==> config.mk <==
export PLATFORM = sky130hd
export DESIGN_NAME = instr_prefetch_queue
export DESIGN_NICKNAME = d
export VERILOG_FILES = /design/src/rtl/instr_prefetch_queue_pkg.sv /design/src/rtl/instr_prefetch_queue_fifo.sv /design/src/rtl/instr_prefetch_queue.sv
export SDC_FILE = /design/constraint.sdc
export NUM_CORES = 1
export LEC_CHECK = 0
export ABC_AREA = 1
export BUFFER_PORTS_ARGS = -buffer_cell sky130_fd_sc_hd__buf_2
export CAP_MARGIN = 10
export CORE_ASPECT_RATIO = 2
export CORE_UTILIZATION = 40
export DETAILED_ROUTE_END_ITERATION = 7
export MAX_ROUTING_LAYER = met4
export SLEW_MARGIN = 10
export SYNTH_ARGS = -nofsm -noshare
export SYNTH_HDL_FRONTEND = slang
export SYNTH_SLANG_ARGS = --single-unit
==> constraint.sdc <==
create_clock -name clk -period 3.8 [get_ports clk]
set_input_delay 0.57 -clock clk [delete_from_list [all_inputs] [get_ports clk]]
set_output_delay 0.57 -clock clk [all_outputs]
set_load 0.005 [all_outputs]
==> src/rtl/instr_prefetch_queue_pkg.sv <==
// Shared front-end constants: default fetch geometry, reset vector and the
// opcode field encoding that decode uses on the instruction stream.
package instr_prefetch_queue_pkg;

  localparam int              CPU_PC_W        = 8;
  localparam int              CPU_INSTR_W     = 16;
  localparam int              CPU_QUEUE_DEPTH = 4;
  localparam logic [7:0]      CPU_RESET_PC    = 8'h00;

  // Opcode lives in instruction[15:12].
  localparam int              OPCODE_MSB      = 15;
  localparam int              OPCODE_LSB      = 12;

  typedef enum logic [3:0] {
    OP_ALU    = 4'h0,
    OP_ALUI   = 4'h1,
    OP_LOAD   = 4'h2,
    OP_STORE  = 4'h3,
    OP_BRANCH = 4'h4,
    OP_JUMP   = 4'h5,
    OP_NOP    = 4'hF
  } opcode_e;

endpackage

==> src/rtl/instr_prefetch_queue_fifo.sv <==
// DEPTH-entry synchronous FIFO holding {pc, instruction} pairs.
//   clk, reset : clock, asynchronous active-high reset (pointers/count only)
//   push, din  : write din at the tail
//   pop        : drop the head (caller guarantees non-empty)
//   flush      : empty the FIFO; wins over push and pop
//   head       : entry at the read pointer (meaningful when count != 0)
//   count      : occupied entries, 0..DEPTH
module instr_prefetch_queue_fifo #(
  parameter int DEPTH  = 4,
  parameter int DATA_W = 24
) (
  input  logic                     clk,
  input  logic                     reset,
  input  logic                     push,
  input  logic                     pop,
  input  logic                     flush,
  input  logic [DATA_W-1:0]        din,
  output logic [DATA_W-1:0]        head,
  output logic [$clog2(DEPTH):0]   count
);

  localparam int PTR_W = $clog2(DEPTH);
  localparam int CNT_W = PTR_W + 1;

  logic [DATA_W-1:0] mem [DEPTH];
  logic [PTR_W-1:0]  wr_ptr;
  logic [PTR_W-1:0]  rd_ptr;
  logic [CNT_W-1:0]  cnt;

  // Pointers wrap naturally because DEPTH is a power of two.
  always_ff @(posedge clk or posedge reset) begin
    if (reset) begin
      wr_ptr <= '0;
      rd_ptr <= '0;
      cnt    <= '0;
    end else if (flush) begin
      wr_ptr <= '0;
      rd_ptr <= '0;
      cnt    <= '0;
    end else begin
      if (push) wr_ptr <= wr_ptr + PTR_W'(1);
      if (pop)  rd_ptr <= rd_ptr + PTR_W'(1);
      case ({push, pop})
        2'b10:   cnt <= cnt + CNT_W'(1);
        2'b01:   cnt <= cnt - CNT_W'(1);
        default: cnt <= cnt;
      endcase
    end
  end

  always_ff @(posedge clk) begin
    if (push && !flush) mem[wr_ptr] <= din;
  end

  assign head  = mem[rd_ptr];
  assign count = cnt;

endmodule

==> src/rtl/instr_prefetch_queue.sv <==
// Instruction prefetch front end: generates the fetch PC, issues one-cycle
// latency instruction-memory reads and buffers {pc, instruction} pairs for
// decode. A redirect flushes the queue and any read in flight and restarts
// fetch at redirect_pc.
//   clk, reset   : clock, asynchronous active-high reset
//   imem_req     : read strobe, imem_addr = current fetch PC
//   imem_rdata   : read data, valid the cycle after imem_req
//   redirect     : flush + restart at redirect_pc (taken branch / jump)
//   deq_ready    : decode consumes the head this cycle
//   valid        : head entry present; instruction/pc_out are 0 otherwise
//   count        : entries stored in the queue (read in flight excluded)
module instr_prefetch_queue
  import instr_prefetch_queue_pkg::*;
#(
  parameter int              DEPTH    = CPU_QUEUE_DEPTH,
  parameter int              PC_W     = CPU_PC_W,
  parameter int              INSTR_W  = CPU_INSTR_W,
  parameter logic [PC_W-1:0] RESET_PC = CPU_RESET_PC
) (
  input  logic                      clk,
  input  logic                      reset,
  output logic                      imem_req,
  output logic [PC_W-1:0]           imem_addr,
  input  logic [INSTR_W-1:0]        imem_rdata,
  input  logic                      redirect,
  input  logic [PC_W-1:0]           redirect_pc,
  input  logic                      deq_ready,
  output logic                      valid,
  output logic [INSTR_W-1:0]        instruction,
  output logic [PC_W-1:0]           pc_out,
  output logic [$clog2(DEPTH):0]    count
);

  localparam int CNT_W   = $clog2(DEPTH) + 1;
  localparam int ENTRY_W = PC_W + INSTR_W;

  logic [PC_W-1:0]    fetch_pc_p0;
  logic               vld_p1;
  logic [PC_W-1:0]    pc_p1;

  logic               fifo_push;
  logic               fifo_pop;
  logic [ENTRY_W-1:0] fifo_head;
  logic [CNT_W-1:0]   fifo_count;
  logic               fifo_empty;
  logic [CNT_W-1:0]   reserved;
  logic [ENTRY_W-1:0] head_entry;
  logic               take;

  // Stage p0: fetch PC and issue. A slot is reserved for every read in
  // flight, so the queue can never overflow when the response lands.
  assign reserved  = fifo_count + CNT_W'(vld_p1);
  assign imem_req  = !reset && !redirect && (reserved < CNT_W'(DEPTH));
  assign imem_addr = fetch_pc_p0;

  always_ff @(posedge clk or posedge reset) begin
    if (reset) begin
      fetch_pc_p0 <= RESET_PC;
      vld_p1      <= 1'b0;
    end else if (redirect) begin
      fetch_pc_p0 <= redirect_pc;
      vld_p1      <= 1'b0;
    end else begin
      vld_p1 <= imem_req;
      if (imem_req) fetch_pc_p0 <= fetch_pc_p0 + PC_W'(1);
    end
  end

  always_ff @(posedge clk) begin
    if (imem_req) pc_p1 <= fetch_pc_p0;
  end

  // Stage p1: response. With the queue empty the returning word is shown
  // directly as the head so a redirect target reaches decode two cycles
  // after the redirect. The head is not gated by redirect: decode derives
  // redirect from the head, so the branch itself is consumed in cycle N.
  assign fifo_empty = (fifo_count == '0);
  assign head_entry = fifo_empty ? {pc_p1, imem_rdata} : fifo_head;
  assign valid      = !fifo_empty || vld_p1;
  assign take       = valid && deq_ready;
  assign fifo_pop   = take && !fifo_empty;
  assign fifo_push  = vld_p1 && !(take && fifo_empty);

  instr_prefetch_queue_fifo #(
    .DEPTH  (DEPTH),
    .DATA_W (ENTRY_W)
  ) u_instr_fifo (
    .clk   (clk),
    .reset (reset),
    .push  (fifo_push),
    .pop   (fifo_pop),
    .flush (redirect),
    .din   ({pc_p1, imem_rdata}),
    .head  (fifo_head),
    .count (fifo_count)
  );

  assign instruction = valid ? head_entry[INSTR_W-1:0] : '0;
  assign pc_out      = valid ? head_entry[ENTRY_W-1:INSTR_W] : '0;
  assign count       = fifo_count;

endmodule

==> out/results.md, run 1 <==
- 0.0142 sq mm — total die area
- no — unrepaired setup endpoints after global routing
- 355 MHz — highest attainable clock frequency
- 2 — maximum clock path buffer count
- 5.10 — post-detailed-route via-to-cell ratio
- 0 — max-slew violations
- 55 — largest net degree at the start of global routing
- 0.186 — global-route total usage across every layer
- 84.9 um — die width
- 168 um — Die Span Y
- 60 — number of core rows
- 0 — Final Hold Fails
- 2.82 ns — fin crit period
- 0 ns — final sum of negative setup slack
- 0.416 — worst slew margin relative to its limit
- 2.25 ns — arrival time of data at the critical path endpoint
- sky130_fd_sc_hd__dfrtp_1 — Critical Path Slowest Stage Cell
- 0.409 — Initial Util
- 4 — H-tree lvl count
- sky130_fd_sc_hd__edfxtp_1 — library cell occupying the most area in the post-synthesis netlist
- 0.237 — fraction of final layout cells sized beyond drive strength 1
- 3,876 — number of global-route vias before repair
- 620 — nets@finish
- reg -> out — Worst Setup Path Type
- 10.5 sq um — average footprint of a synthesized cell
- 0.742 — Tcrit/Tclk final
- 8 — Residual DRC
- sky130_fd_sc_hd__edfxtp_1 — most used flip-flop cell after synthesis
- 0.568 — fraction of synthesized cell area taken by the top area cell type
- 2.71 nW — Leakage
- 64 — count of buffers inserted at the top-level ports
- 120 — post-synthesis register bit count
- 0.05 ns — clock edge transition at the registers on the reported setup and hold paths
- 0 — post-detailed-route count of antenna-violating nets
- 0 — max-cap violations
- 0 — postcts setup bufs
- sky130_fd_sc_hd__edfxtp_1 — most frequently used cell type in the post-synthesis netlist
- 3.23 ns — data required time at the worst endpoint
- sky130_fd_sc_hd__edfxtp_1 (57%), sky130_fd_sc_hd__dfrtp_1 (7.3%), sky130_fd_sc_hd__nor2_1 (6.3%) — cell types with the largest area share after synthesis
- in -> async — path class of the lowest-slack min-delay path
- 7660 um — HPWL after detailed placement
- 0.0134 sq mm — Core Footprint
- 451 uV — maximum vdd ir drop
- 0 — number of warnings reported in the yosys synthesis log
- 8 — length of the first detailed-routing pass in iterations
- sky130_fd_sc_hd__clkbuf_16 — Clk Tree Root Cell
- 0.875 ns — slew at the pin closest to its max-slew limit
- 0 — Setup Viol. Count Final
- 0.742 — routability-driven placement congestion ratio
- 0.133 — share of flip-flops with an asynchronous set or reset
- finished with violations — run status
- 104 — EDFF count, synth
- sky130_fd_sc_hd__edfxtp_1 (104), sky130_fd_sc_hd__nor2_1 (92), sky130_fd_sc_hd__nand2_1 (77) — top cell types by occurrence after synthesis
- 0.487 — Util after Layout
- 0.00825 ns — worst clock skew on the final layout
- 0 — antenna violations before repair
- sky130_fd_sc_hd__nand2_4 — most frequent cell on the critical path
- 120 — Num Clock Sinks
- 0 — count of antenna diodes in the layout
- nor2_2, nand2_4, inv_2, nand2_4, o21a_1, nand2_1, inv_1, buf_2 — ordered list of cells on the worst path
- 0 — total of hold buffers inserted after clock tree synthesis
- 0.00550 sq mm — post-synthesis instance area
- yes — CTS tree
- DRC — violated checks
- 0.641 — sequential element share of the synthesized area
- 54 — Max Fanout on Critical Path
- 556 — Post-Synthesis Net Count
- 19,300 um — first-pass GRT wire length
- 65 — number of top-level design ports
- 0 — Gates resized, CTS repair
- 717 mW/mm^2 — power density relative to cell area
- 222 — DRC violation total after the first TritonRoute iteration
- 16.0 um — per-cell routed wire length
- 0 — overflow left after global routing
- 19.1% — layout overhead on the synthesized area
- 0.41 ns — Clk Latency, worst-skew pair
- register — type of element launching the critical path
- 0.49 ns — highest cell delay on the worst timing path
- 28 — post-synthesis cell type count
- 17 — number of buffers added by the clock tree synthesis step
- 3,848 — via count
- output port — category of the worst setup path capture point
- 12,000 um — overall routed net length
- 522 — Gate Count Post-Synth
==> worst paths after layout <==
path	from	end	slack [ns]	cells after the start
worst max-delay path	u_instr_fifo.count[0]	pc_out[5]	0.98	8
worst min-delay path	reset	imem_addr[1]	0.25	2
worst max register to register	u_instr_fifo.count[0]	u_instr_fifo.mem[1][22]	1.24	7
worst min register to register	imem_addr[7]	pc_p1[7]	0.52	0
max in group asynchronous	reset	u_instr_fifo.rd_ptr[0]	3.10	2
min in group clk	redirect_pc[6]	imem_addr[6]	0.38	3
==> critical path: cells and delay by family (launching register included) <==
kind / cells / cell delay [ns]
AOI/OAI and AO/OA: 1 / 0.18
and+or+nand+nor: 4 / 0.91
DFF: 1 / 0.49
buffers and inverters: 3 / 0.24
==> layout by cell type (no fill, tap or decap), types with 5 or more instances in the layout <==
cell	netlist	routed
sky130_fd_sc_hd__buf_2	11	64
sky130_fd_sc_hd__buf_4	3	6
sky130_fd_sc_hd__bufinv_16	0	5
sky130_fd_sc_hd__clkbuf_16	0	17
sky130_fd_sc_hd__dfrtp_1	16	15
sky130_fd_sc_hd__edfxtp_1	104	104
sky130_fd_sc_hd__ha_1	5	5
sky130_fd_sc_hd__inv_1	39	39
sky130_fd_sc_hd__inv_2	9	9
sky130_fd_sc_hd__nand2_1	77	77
sky130_fd_sc_hd__nand3_1	47	47
sky130_fd_sc_hd__nor2_1	92	88
sky130_fd_sc_hd__nor2_2	17	21
sky130_fd_sc_hd__o21a_1	24	24
sky130_fd_sc_hd__o21ai_0	31	31
sky130_fd_sc_hd__o21ai_1	14	14
sky130_fd_sc_hd__o21ai_2	7	7
==> logic make-up after synthesis <==
kind of cell / Yosys count / share of synthesized area
AND/OR/NAND/NOR: 241 / 0.190
adder cells (fa/ha/maj): 6 / 0.0150
XOR/XNOR: 3 / 0.00478
AO/OA/AOI/OAI: 79 / 0.0877
buffers and inverters: 73 / 0.0612
flip-flops: 120 / 0.641
==> per-layer routing <==
| metal | part of all wire | vias up | global-route usage |
|---|---|---|---|
| met5 | 0 | - | - |
| met4 | 0.023 | 0 | 0.0877 |
| met3 | 0.030 | 18 | 0.0389 |
| met2 | 0.55 | 87 | 0.338 |
| met1 | 0.39 | 1863 | 0.188 |
| li1 | - | 1880 | - |
==> power breakdown <==
group          internal (mW)  leakage (nW)  switching, mW
clock                   1.15         0.303          0.552
combinational          0.530          1.26          0.842
sequential              1.53          1.14         0.0866
==> stage by stage <==
stage          area [sq um]  hold WS, ns  power [mW]  cells  worst slack [ns]
3_5_place_dp           5910        0.508        3.02    722              1.23
6_report               6540        0.252        4.69    754             0.980
3_3_place_gp           5910        0.502        2.99    722              1.38
2_1_floorplan          5500        0.482        2.60    522              1.41
4_1_cts                6540        0.257        4.74    754             0.945
5_1_grt                6540        0.297        4.95    754             0.842
==> flip-flops by register name, summed over array words and instances (netlist names) <==
| name | flops |
|---|---|
| pc_p1 | 8 |
| u_instr_fifo.mem | 96 |
| imem_addr | 8 |
| u_instr_fifo.rd_ptr | 2 |
| vld_p1 | 1 |
| u_instr_fifo.wr_ptr | 2 |
| u_instr_fifo.count | 3 |
==> area by class of cell <==
| type | instances | area, sq um |
|---|---|---|
| Sequential cell | 120 | 3520 |
| Clock buffer | 18 | 429 |
| Timing Repair Buffer | 70 | 365 |
| Inverter | 48 | 180 |
| Fill cell | 1230 | 6890 |
| Clock inverter | 14 | 205 |
| Multi-Input combinational cell | 329 | 1650 |
| Tap cell | 155 | 194 |
Power figures use the tool's default switching activity.
==> run 2: changes to the inputs <==
==> constraint.sdc (replaced) <==
create_clock -name clk -period 2.6 [get_ports clk]
set_input_delay 0.39 -clock clk [delete_from_list [all_inputs] [get_ports clk]]
set_output_delay 0.39 -clock clk [all_outputs]
set_load 0.005 [all_outputs]
==> run 2 against run 1 <==
  * Final area barely moved
  * Largest power group is now registers
  * The run still ends with DRC left
  * Die area did not move
  * Clock skew fell by 0.00092 ns
  * Wire length fell by 3.5%
  * Largest cell class unchanged
  * Combinational power rose by 49%
==> out/results.md, run 2 (synthesized netlist as in run 1, its figures left out) <==
- 3,860 — via count, +0.31%
- 0 ns — final sum of negative setup slack, unchanged
- 2.71 nW — Leakage, about the same
- 7190 um — HPWL after detailed placement, -6.1%
- 65 — number of top-level design ports, unchanged
- 0 — overflow left after global routing, unchanged
- 0 — Setup Viol. Count Final, unchanged
- 27 — Max Fanout on Critical Path, -50%
- 0.180 — global-route total usage across every layer, -0.00613
- 2.21 ns — data required time at the worst endpoint, -1.02 ns
- 64 — count of buffers inserted at the top-level ports, unchanged
- 757 — Cell Count, Final, Fillers Out, +0.40%
- 168 um — Die Span Y, unchanged
- 96 — number of flip-flops in the largest register, unchanged
- 0.562 — worst slew margin relative to its limit, +0.146
- 0.0740 ns — smallest hold slack, -0.178 ns
- 0 — Gates resized, CTS repair, unchanged
- 0.50 ns — highest cell delay on the worst timing path, about the same
- u_instr_fifo.count[0] — worst setup path startpoint
- 411 MHz — highest attainable clock frequency
- finished with violations — run status
- 0.757 — routability-driven placement congestion ratio, +2.0%
- 3,890 — number of global-route vias before repair, +0.36%
- 0.243 — fraction of final layout cells sized beyond drive strength 1, +0.00546
- sky130_fd_sc_hd__edfxtp_1 (104), sky130_fd_sc_hd__nor2_1 (88), sky130_fd_sc_hd__nand2_1 (77) — leading cell types in the layout, fill and taps excluded
- 0 — total of hold buffers inserted after clock tree synthesis, unchanged
- u_instr_fifo.mem — register ranked first by flip-flop count
- in -> async — path class of the lowest-slack min-delay path
- 50 — largest net degree at the start of global routing, -9.1%
- 60 — number of core rows, unchanged
- 5 — Residual DRC, -3
- output port — category of the worst setup path capture point
- 0.517 ns — Setup Slack @ Placement, -0.716 ns
- 0 — max-cap violations, unchanged
- 18,800 um — first-pass GRT wire length, -2.5%
- nor2_2, nand2_4, inv_2, nand2_4, o21a_1, nand2_1, inv_1, buf_2 — ordered list of cells on the worst path
- sky130_fd_sc_hd__edfxtp_1 — leading cell type in the layout, fill and taps excluded
- 0 — post-detailed-route count of antenna-violating nets, unchanged
- 0 — count of antenna diodes in the layout, unchanged
- 0 — postcts setup bufs, unchanged
- 0.00733 ns — worst clock skew on the final layout, -0.000924 ns
- 11,600 um — overall routed net length, -3.5%
- 725 — placed cell count, +0.42%
- 0.06 ns — clock edge transition at the registers on the reported setup and hold paths, about the same
- 84.9 um — die width, unchanged
- 0.937 — Tcrit/Tclk final
- DRC — violated checks
- no — unrepaired setup endpoints after global routing
- 0.409 — Initial Util, unchanged
- 623 — nets@finish, +0.48%
- register — type of element launching the critical path
- 0.0134 sq mm — Core Footprint, unchanged
- 0.0142 sq mm — total die area, unchanged
- 0.165 ns — worst-case setup margin in the final layout, -0.815 ns
- 0 — antenna violations before repair, unchanged
- 19.1% — layout overhead on the synthesized area, about the same
- sky130_fd_sc_hd__clkbuf_16 — Clk Tree Root Cell
- yes — CTS tree
- 0 — max-slew violations, unchanged
- sky130_fd_sc_hd__nand2_4 — most frequent cell on the critical path
- 0.41 ns — Clk Latency, worst-skew pair, about the same
- 2.05 ns — arrival time of data at the critical path endpoint, -0.20 ns
- 6 — length of the first detailed-routing pass in iterations, -2
- 17 — number of buffers added by the clock tree synthesis step, unchanged
- 4 — H-tree lvl count, unchanged
- 1030 mW/mm^2 — power density relative to cell area, +44%
- 120 — Num Clock Sinks, unchanged
- 239 — DRC violation total after the first TritonRoute iteration, +7.7%
- 2 — maximum clock path buffer count, unchanged
- reg -> out — Worst Setup Path Type
- 5.10 — post-detailed-route via-to-cell ratio, about the same
- u_instr_fifo.count[0] — reg-to-reg startpoint
- 0.656 ns — slew at the pin closest to its max-slew limit, -0.218 ns
- 531 uV — maximum vdd ir drop, +18%
- 0 — Final Hold Fails, unchanged
- sky130_fd_sc_hd__dfrtp_1 — Critical Path Slowest Stage Cell
- 15.3 um — per-cell routed wire length, -3.9%
- 2.44 ns — fin crit period
[run 2: changes by cell type in the layout (fill, tap and decap cells not counted)]
cell                         delta
sky130_fd_sc_hd__buf_12         +1
sky130_fd_sc_hd__buf_4          +2
sky130_fd_sc_hd__bufinv_16      -2
sky130_fd_sc_hd__clkbuf_1       -1
sky130_fd_sc_hd__clkinv_2       -2
sky130_fd_sc_hd__clkinv_4       +2
sky130_fd_sc_hd__clkinvlp_4     +1
sky130_fd_sc_hd__inv_6          +2
[run 2: critical path, delay by kind of cell, from the launching register on]
| kind | cells | cell delay, ns |
|---|---|---|
| AO/OA/AOI/OAI | 1 | 0.21 |
| AND/OR/NAND/NOR | 4 | 0.70 |
| buffers and inverters | 3 | 0.22 |
| flip-flops | 1 | 0.50 |
[run 2: metrics by stage]
| stage | utilization | area (sq um) | total power, mW |
|---|---|---|---|
| final | 0.487 | 6550 | 6.74 |
| after detailed placement | 0.442 | 5940 | 4.46 |
| after global routing | 0.487 | 6550 | 7.13 |
| after global placement | 0.442 | 5940 | 4.41 |
| after floorplan | - | 5500 | 3.80 |
| after CTS | 0.487 | 6550 | 6.80 |
[run 2: power by group]
part	total, mW	switching, mW	internal, mW
sequential	2.35	0.124	2.23
clock	2.35	0.844	1.51
combinational	2.04	1.23	0.804
total	6.74	2.20	4.54
[run 2: final cells by class]
type / instances / area [sq um]
well taps: 155 / 194
fillers: 1205 / 6890
inverters: 48 / 180
flip-flops and latches: 120 / 3520
clock inverters: 15 / 178
repair buffers: 73 / 400
multi-input cells: 329 / 1650
clock buffers: 17 / 425
[run 2: metal layers]
metal  vias up  global-route usage  part of all wire
li1       1887                   -                 -
met1      1860               0.184              0.39
met2       100               0.331              0.56
met3        13              0.0384             0.041
met4         0              0.0685             0.016
met5         -                   -                 0
[run 2: path summary, 6_finish.rpt]
path                                                end  slack [ns]  cells past startpoint
worst max-delay path                          pc_out[5]        0.16                      8
worst min-delay path              u_instr_fifo.count[1]        0.07                      2
worst max register to register    u_instr_fifo.count[2]        0.53                     13
min in group clk                           imem_addr[6]        0.19                      3
worst min register to register  u_instr_fifo.mem[3][21]        0.53                      0
max in group asynchronous        u_instr_fifo.rd_ptr[0]        2.07                      2
==> run 3: changes to the inputs <==
--- a/config.mk
+++ b/config.mk
@@ -12,6 +12,8 @@
 export CORE_UTILIZATION = 40
 export DETAILED_ROUTE_END_ITERATION = 7
 export MAX_ROUTING_LAYER = met4
+export PLACE_DENSITY = 0.62
+export SKIP_LAST_GASP = 1
 export SLEW_MARGIN = 10
 export SYNTH_ARGS = -nofsm -noshare
 export SYNTH_HDL_FRONTEND = slang
==> run 3 against run 2 <==
  * Register-to-register slack improved by 0.02 ns
  * Hold slack better by 0.0056 ns
  * Critical path depth unchanged
  * Largest cell class unchanged
  * Clock power fell by 8%
  * Utilization fell by 0.41 points
  * Sequential share of layout area up 0.46 points
  * Fmax up 1.1%
  * The flow still finishes with violations (DRC)
  * Die area unchanged
==> out/results.md, run 3 (synthesized netlist as in run 1, its figures left out) <==
- finished with violations — run status
- DRC — violated checks
- u_instr_fifo.count[1] — reg-to-reg startpoint
- nor2_2, nand2_4, inv_2, nand2_4, o21a_1, nand2_1, inv_1, buf_2 — ordered list of cells on the worst path
- 13 — number of cells on the worst reg-to-reg path, unchanged
- 2.11 mW — sw power, -3.9%
- 0 — overflow left after global routing, unchanged
- no — unrepaired setup endpoints after global routing
- 0 — count of antenna diodes in the layout, unchanged
- 27 — Max Fanout on Critical Path, unchanged
- 1010 mW/mm^2 — power density relative to cell area, -2.3%
- 3,854 — via count, -0.16%
- 2.02 ns — arrival time of data at the critical path endpoint, -0.03 ns
- 0.926 — Tcrit/Tclk final, -0.0103
- 2.21 ns — data required time at the worst endpoint, about the same
- u_instr_fifo.count[1] — worst setup path startpoint
- sky130_fd_sc_hd__dfrtp_1 — Critical Path Slowest Stage Cell
- 2.68 nW — Leakage, -0.91%
- yes — CTS tree
- 0 — Gates resized, CTS repair, unchanged
- 0 ns — final sum of negative setup slack, unchanged
- 725 — placed cell count, unchanged
- 18.1% — layout overhead on the synthesized area
- 17 — number of buffers added by the clock tree synthesis step, unchanged
- 120 — Num Clock Sinks, unchanged
- 0 — post-detailed-route count of antenna-violating nets, unchanged
- 3,704 — number of global-route vias before repair, -4.8%
- u_instr_fifo.count[2] — endpoint of the lowest-slack register-to-register path
- 0 — antenna violations before repair, unchanged
- 60 — number of core rows, unchanged
- 1,210 — number of fill cells, +0.41%
- 64 — count of buffers inserted at the top-level ports, unchanged
- 0.409 — Initial Util, unchanged
- 0.40 ns — Clk Latency, worst-skew pair, about the same
- 168 um — Die Span Y, unchanged
- 4 — H-tree lvl count, unchanged
- 0.650 ns — slew at the pin closest to its max-slew limit, -0.00635 ns
- 0 — Setup Viol. Count Final, unchanged
- 3 — Residual DRC, -2
- 0.05 ns — clock edge transition at the registers on the reported setup and hold paths, about the same
- 15.0 um — per-cell routed wire length, -2.5%
- 2 — maximum clock path buffer count, unchanged
- 0.174 — global-route total usage across every layer, -0.00610
- 756 — Cell Count, Final, Fillers Out, -0.13%
- reg -> out — Worst Setup Path Type
- 0.00593 sq mm — area post-placement, -0.21%
- 5.10 — post-detailed-route via-to-cell ratio, about the same
- sky130_fd_sc_hd__nand2_4 — most frequent cell on the critical path
- 415 MHz — highest attainable clock frequency, +1.1%
- output port — category of the worst setup path capture point
- 0.483 — Util after Layout, -0.00410
- 240 — DRC violation total after the first TritonRoute iteration, +0.42%
- 0.363 — sequential power share, +0.014
- 4.42 mW — Internal, -2.7%
- 0.45 ns — highest cell delay on the worst timing path, -0.05 ns
- 7220 um — HPWL after detailed placement, +0.43%
- 0.191 ns — worst-case setup margin in the final layout, +0.0268 ns
- 84.9 um — die width, unchanged
- 8 — length of the first detailed-routing pass in iterations, +2
- 0.333 — Clock Power Share, -0.016
- sky130_fd_sc_hd__edfxtp_1 — leading cell type in the layout, fill and taps excluded
- in -> async — path class of the lowest-slack min-delay path
- 0.0134 sq mm — Core Footprint, unchanged
- sky130_fd_sc_hd__edfxtp_1 (104), sky130_fd_sc_hd__nor2_1 (88), sky130_fd_sc_hd__nand2_1 (77) — leading cell types in the layout, fill and taps excluded
- 0 — max-cap violations, unchanged
- 65 — number of top-level design ports, unchanged
- 0 — postcts setup bufs, unchanged
- 0.55 ns — reg-to-reg slack, setup, +0.02 ns
- 0.849 — routability-driven placement congestion ratio, +12%
- 96 — number of flip-flops in the largest register, unchanged
- 36 — largest net degree at the start of global routing, -28%
- 0 — max-slew violations, unchanged
- 590 uV — maximum vdd ir drop, +11%
- 0 — Final Hold Fails, unchanged
- 0.0142 sq mm — total die area, unchanged
- 0.240 — fraction of final layout cells sized beyond drive strength 1, -0.00292
- 0.324 — switching portion of total power, -0.00265
- 0.0795 ns — smallest hold slack, +0.00557 ns
- 0.00649 sq mm — design area, -0.84%
- sky130_fd_sc_hd__clkbuf_16 — Clk Tree Root Cell
- u_instr_fifo.mem — register ranked first by flip-flop count
- 0.524 ns — Setup Slack @ Placement, +0.00693 ns
- 2.41 ns — fin crit period, -0.0268 ns
- 0.00566 ns — worst clock skew on the final layout, -0.00167 ns
- 623 — nets@finish, unchanged
- 11,300 um — overall routed net length, -2.6%
- 0 — total of hold buffers inserted after clock tree synthesis, unchanged
- 0.566 — worst slew margin relative to its limit, +0.00424
- 18,100 um — first-pass GRT wire length, -3.8%
- 6.53 mW — Final Power, -3.1%
- 0.304 — combinational share of power, +0.002
- register — type of element launching the critical path
-- run 3: changes by cell type in the layout (fill, tap and decap cells not counted), sizes merged --
cell and change:
clkinv +2, inv -2, bufinv -1
-- run 3: worst max path at each step --
stage,endpoint,cells after the start
after floorplan,u_instr_fifo.mem[2][0],6
after global placement,pc_out[7],8
after detailed placement,u_instr_fifo.mem[2][13],7
after CTS,pc_out[7],8
after global routing,instruction[7],8
final,pc_out[7],8
-- run 3: power by group through the flow --
| stage | Sequential [mW] | Combinational [mW] | Clock, mW |
|---|---|---|---|
| after floorplan | 2.36 | 1.44 | 0 |
| after global placement | 2.40 | 1.99 | 0 |
| after detailed placement | 2.41 | 2.01 | 0 |
| after CTS | 2.37 | 2.03 | 2.21 |
| after global routing | 2.39 | 2.28 | 2.28 |
| final | 2.37 | 1.99 | 2.17 |
-- run 3: layer usage --
| layer | global-route usage | vias up | share of wire |
|---|---|---|---|
| li1 | - | 1888 | - |
| met1 | 0.171 | 1840 | 0.38 |
| met2 | 0.324 | 103 | 0.56 |
| met3 | 0.0389 | 23 | 0.041 |
| met4 | 0.0693 | 0 | 0.021 |
| met5 | - | - | 0 |
-- run 3: final cells by class --
class                      instances  area, sq um  area share
clock buffer                      17          425      0.0655
inverter                          48          180      0.0278
clock inverter                    14          135      0.0208
multi-input combinational        329         1650       0.253
tap                              155          194      0.0299
sequential                       120         3520       0.543
timing repair buffer              73          388      0.0597
-- run 3: worst max-delay path, delay by kind of cell, from the launching register on --
family                 cells  cell delay [ns]
buffers and inverters      3             0.30
AO/OA/AOI/OAI              1             0.18
AND/OR/NAND/NOR            4             0.68
flip-flops                 1             0.45
